### config.mk
export PLATFORM = sky130hd
export DESIGN_NAME = if_id_skid_stage
export DESIGN_NICKNAME = d
export VERILOG_FILES = /design/src/rtl/if_id_skid_stage.sv
export SDC_FILE = /design/constraint.sdc
export NUM_CORES = 1
export LEC_CHECK = 0
export BUFFER_PORTS_ARGS = -buffer_cell sky130_fd_sc_hd__buf_2
export CAP_MARGIN = 20
export CORE_MARGIN = 3
export CORE_UTILIZATION = 55
export DETAILED_ROUTE_END_ITERATION = 8
export PLACE_DENSITY = 0.8
export SYNTH_ARGS = -nofsm -noshare
export SYNTH_HDL_FRONTEND = slang
export SYNTH_SLANG_ARGS = --single-unit
### constraint.sdc
create_clock -name clk -period 2.2 [get_ports clk]
set_input_delay 0.33 -clock clk [delete_from_list [all_inputs] [get_ports clk]]
set_output_delay 0.33 -clock clk [all_outputs]
set_load 0.005 [all_outputs]
### src/rtl/if_id_skid_stage.sv
// IF/ID pipeline stage: valid/ready handshake with a two-entry skid buffer
// (main + skid register), flush and NOP-bubble insertion on the output.
// in_ready comes straight from a flop, so there is no combinational path from
// decode's out_ready back to fetch.
// Optional performance counters are enabled by defining IF_ID_SKID_PERF_EN.
module if_id_skid_stage #(
   parameter int XLEN = 32,
   parameter int ILEN = 32,
   parameter logic [ILEN-1:0] NOP_INSN = ILEN'(32'h00000013)
) (
   input  logic            clk,
   input  logic            rst,
   input  logic            flush,
   input  logic            in_valid,
   output logic            in_ready,
   input  logic [XLEN-1:0] in_pc4,
   input  logic [ILEN-1:0] in_insn,
   output logic            out_valid,
   input  logic            out_ready,
   output logic [XLEN-1:0] out_pc4,
   output logic [ILEN-1:0] out_insn
`ifdef IF_ID_SKID_PERF_EN
   ,
   output logic [31:0]     perf_stall_cnt,
   output logic [31:0]     perf_bubble_cnt,
   output logic [31:0]     perf_flush_cnt
`endif
);

   logic            main_valid_q, main_valid_d;
   logic [XLEN-1:0] main_pc4_q, main_pc4_d;
   logic [ILEN-1:0] main_insn_q, main_insn_d;
   logic            skid_valid_q, skid_valid_d;
   logic [XLEN-1:0] skid_pc4_q, skid_pc4_d;
   logic [ILEN-1:0] skid_insn_q, skid_insn_d;
   logic            in_ready_q, in_ready_d;
   logic            acc;
   logic            con;

   assign acc = in_valid && in_ready_q;
   assign con = main_valid_q && out_ready;

   // Next-state of the two entries by occupancy; flush wipes both and drops any
   // entry accepted in the same cycle. Skid is only ever filled from state 1.
   always_comb begin
      main_valid_d = main_valid_q;
      main_pc4_d   = main_pc4_q;
      main_insn_d  = main_insn_q;
      skid_valid_d = skid_valid_q;
      skid_pc4_d   = skid_pc4_q;
      skid_insn_d  = skid_insn_q;
      if (flush) begin
         main_valid_d = 1'b0;
         skid_valid_d = 1'b0;
      end else begin
         case ({main_valid_q, skid_valid_q})
            2'b00: begin
               if (acc) begin
                  main_valid_d = 1'b1;
                  main_pc4_d   = in_pc4;
                  main_insn_d  = in_insn;
               end
            end
            2'b10: begin
               if (acc && con) begin
                  main_pc4_d  = in_pc4;
                  main_insn_d = in_insn;
               end else if (acc) begin
                  skid_valid_d = 1'b1;
                  skid_pc4_d   = in_pc4;
                  skid_insn_d  = in_insn;
               end else if (con) begin
                  main_valid_d = 1'b0;
               end
            end
            2'b11: begin
               if (con) begin
                  main_pc4_d   = skid_pc4_q;
                  main_insn_d  = skid_insn_q;
                  skid_valid_d = 1'b0;
               end
            end
            default: begin
               main_valid_d = 1'b0;
               skid_valid_d = 1'b0;
            end
         endcase
      end
      in_ready_d = !skid_valid_d;
   end

   // Register the entries and the ready flag; reset empties the stage.
   always_ff @(posedge clk) begin
      if (rst) begin
         main_valid_q <= 1'b0;
         main_pc4_q   <= '0;
         main_insn_q  <= NOP_INSN;
         skid_valid_q <= 1'b0;
         skid_pc4_q   <= '0;
         skid_insn_q  <= NOP_INSN;
         in_ready_q   <= 1'b1;
      end else begin
         main_valid_q <= main_valid_d;
         main_pc4_q   <= main_pc4_d;
         main_insn_q  <= main_insn_d;
         skid_valid_q <= skid_valid_d;
         skid_pc4_q   <= skid_pc4_d;
         skid_insn_q  <= skid_insn_d;
         in_ready_q   <= in_ready_d;
      end
   end

   // Present a NOP bubble with zero PC+4 whenever nothing valid is held.
   always_comb begin
      out_valid = main_valid_q;
      in_ready  = in_ready_q;
      out_pc4   = main_valid_q ? main_pc4_q : '0;
      out_insn  = main_valid_q ? main_insn_q : NOP_INSN;
   end

`ifdef IF_ID_SKID_PERF_EN
   logic [31:0] stall_cnt_q, stall_cnt_d;
   logic [31:0] bubble_cnt_q, bubble_cnt_d;
   logic [31:0] flush_cnt_q, flush_cnt_d;

   // Saturating event counters; only reset clears them, flush does not.
   always_comb begin
      stall_cnt_d  = stall_cnt_q;
      bubble_cnt_d = bubble_cnt_q;
      flush_cnt_d  = flush_cnt_q;
      if (main_valid_q && !out_ready && (stall_cnt_q != 32'hFFFF_FFFF))
         stall_cnt_d = stall_cnt_q + 32'd1;
      if (!main_valid_q && (bubble_cnt_q != 32'hFFFF_FFFF))
         bubble_cnt_d = bubble_cnt_q + 32'd1;
      if (flush && (flush_cnt_q != 32'hFFFF_FFFF))
         flush_cnt_d = flush_cnt_q + 32'd1;
   end

   // Counter registers.
   always_ff @(posedge clk) begin
      if (rst) begin
         stall_cnt_q  <= '0;
         bubble_cnt_q <= '0;
         flush_cnt_q  <= '0;
      end else begin
         stall_cnt_q  <= stall_cnt_d;
         bubble_cnt_q <= bubble_cnt_d;
         flush_cnt_q  <= flush_cnt_d;
      end
   end

   assign perf_stall_cnt  = stall_cnt_q;
   assign perf_bubble_cnt = bubble_cnt_q;
   assign perf_flush_cnt  = flush_cnt_q;
`endif

endmodule

==> summary.txt <==
Outcome
  – Status: finished, final reports clean

Global routing
  – First-pass GRT wire length: 30440 µm
  – Overflow after GRT: 0
  – Tot GR Track Use: 0.2645
  – Vias in the first global route: 6180
  – Initial antenna violation count: 2
  – Largest net degree at the start of global routing: 63

STA
  – Finish-stage setup viols: 0
  – Slew Viols, Final: 0
  – RSZ-0062 raised after global routing: no
  – Worst-margin pin slew: 0.7142 ns
  – Post-Route Setup TNS: 0 ns
  – Tmin final: 2.026 ns
  – Final hold vios: 0
  – Relative slew slack: 0.5238
  – Worst hold margin: 0.1758 ns
  – Crit share post-route: 0.9208
  – Max Fclk: 493.7 MHz
  – Final setup skew: 0.005230 ns

Worst setup path
  – Largest delay share family, worst path: buffers and inverters
  – Worst setup EP type: output port
  – CP cell instances: buf_4, and2_1, buf_2
  – Max stage delay on crit path: 0.52 ns
  – Worst path required time: 1.87 ns
  – Slowest stage cell, crit path: dfxtp_2
  – Critical path arrival: 1.70 ns
  – Crit path buffers/inverters: 2
  – Crit path kind: reg -> out
  – CP Max Fanout: 41
  – Setup crit start kind: register

Floorplan
  – DIE HEIGHT: 117.8 µm
  – Die Wd: 117.8 µm
  – # IOs: 135
  – Core area: 12110 µm²
  – Std cell rows: 40
  – Initial core utilization: 0.5673
  – Die ar.: 13870 µm²

Logic synthesis
  – Top-count cell post-synth: dfxtp_1
  – YS warnings: 0
  – Synth top cells by count: dfxtp_1 (131), clkbuf_1 (81), mux2i_1 (64)
  – Number of enable flip-flop cells after synthesis: 0
  – Synth unique cells: 30
  – Sequential fraction of the synthesis area: 0.3817
  – Yosys reg bits: 131
  – Synth Area per Inst: 9.124 µm²
  – Post-Synthesis Net Count: 822
  – Ys flop type: dfxtp_1
  – Largest cells by area after synthesis: dfxtp_1 (38%), o31ai_2 (10%), mux2i_1 (9.3%)
  – Syn Std Cell Area: 6870 µm²
  – Synth area leader: dfxtp_1
  – Share of synthesized flip-flops with an asynchronous set or reset: 0
  – Synth Instances: 753
  – Yosys top cell area share: 0.3817

Clocking
  – Post-cts hold buffer count: 0
  – Root buf cell: clkbuf_16
  – Clock slew at reported path FFs: 0.05 ns
  – Num CTS Buffers: 17
  – Worst-Skew Late Latency: 0.42 ns
  – H-tree depth: 4
  – Clk buf depth: 2
  – Clk sinks: 131
  – Setup Fix Bufs, Post-CTS: 0
  – CTS tree: done
  – CTS resizes: 0

Cells and area
  – Finished layout cell area: 8308 µm²
  – # fillers: 980
  – Share of cells above drive strength 1: 0.3031
  – Final core occ: 0.6860
  – Layout area overhead: 20.93%
  – Post-layout net count: 904

Pwr
  – Leak: 3.641 nW
  – Final Total Pwr: 5.988 mW
  – P per Cell Area: 720.8 nW/µm²
  – Worst vdd ir: 0.4570 mV

Detailed routing
  – DRT Pass-1 Iters: 5
  – Via count: 6208
  – Final wirelength: 18620 µm
  – Initial DRC Count: 470
  – Post-route ant nets: 0
  – WL per Instance: 18.29 µm
  – Post-route DRC: 0
  – DR vias/cell: 6.098

Placed design
  – RD Place Congestion: 0.8491
  – IO buf count: 134
  – Post-DP Area: 7686 µm²
  – DPL Wire Length: 11630 µm

Hold path
  – Worst hold path class: in -> reg

Run
  – Maxcap violations: 0
==> metrics by stage <==
stage | setup WS (ns) | cells
final | 0.1743 | 1018
after detailed placement | 0.2939 | 984
after global routing | 0.06449 | 1018
after CTS | 0.1426 | 1016
after global placement | 0.3516 | 984
after floorplan | 0.4677 | 753
==> registers in the layout, summed over array words and instances (netlist names) <==
name and cells:
skid_valid_q 1, skid_pc4_q 32, in_ready 1, main_pc4_q 32
main_insn_q 32, out_valid 1, skid_insn_q 32
==> layout make-up <==
type,count,area (µm²),share of cell area
multi-input combinational,524,3851,0.4636
sequential,131,2624,0.3158
timing repair buffer,160,997.2,0.1200
clock buffer,20,456.7,0.05497
tap,168,210.2,0.02530
clock inverter,12,160.2,0.01928
antenna,2,5.005,0.0006024
inverter,1,3.754,0.0004518
==> worst paths after layout <==
| kind | start | end | slack, ns | depth (start not counted) |
|---|---|---|---|---|
| setup / recovery | out_valid | out_pc4[24] | 0.17 | 3 |
| hold / removal | in_insn[29] | skid_insn_q[29] | 0.18 | 3 |
| setup reg to reg | skid_valid_q | main_insn_q[5] | 0.28 | 4 |
| hold reg to reg | skid_insn_q[0] | skid_insn_q[0] | 0.45 | 1 |
==> per-layer routing <==
metal,vias to the layer above,part of all wire,GRT usage,wire length (µm)
li1,2945,-,-,-
met1,2984,0.42,0.3293,7814
met2,243,0.50,0.4502,9300
met3,36,0.057,0.04853,1063
met4,0,0.024,0.1114,442
met5,-,0,0,0
==> placed cells by master (no fill, tap or decap), types with 6 or more instances in the layout <==
| master | instances |
|---|---|
| buf_2 | 133 |
| dfxtp_1 | 130 |
| mux2i_1 | 64 |
| a21oi_1 | 62 |
| and2_1 | 61 |
| nor2b_1 | 61 |
| o41ai_1 | 61 |
| nand3_1 | 61 |
| o21ai_0 | 61 |
| o31ai_2 | 57 |
| clkbuf_16 | 17 |
| buf_4 | 16 |
| buf_12 | 10 |
| clkinv_2 | 8 |
| and3_1 | 6 |
==> cells by family after synthesis <==
family / Yosys count / synth area share
buffers and inverters: 98 / 0.06301
AOI/OAI and AO/OA: 252 / 0.2834
muxes: 64 / 0.09324
and+or+nand+nor: 208 / 0.1787
DFF: 131 / 0.3817
==> where the power goes <==
part | internal [mW] | leakage [nW] | switching [mW]
combinational | 0.214 | 2.26 | 0.348
sequential | 2.44 | 1.06 | 0.0354
clock | 1.94 | 0.313 | 1.01
total | 4.60 | 3.64 | 1.39
==> worst register-to-register path, stage by stage, from the launching register on <==
cell and delay [ns]:
dfxtp_1 0.54, a21oi_4 0.05, or4_4 0.71, buf_12 0.26, o31ai_2 0.26
Power figures use the tool's default switching activity.
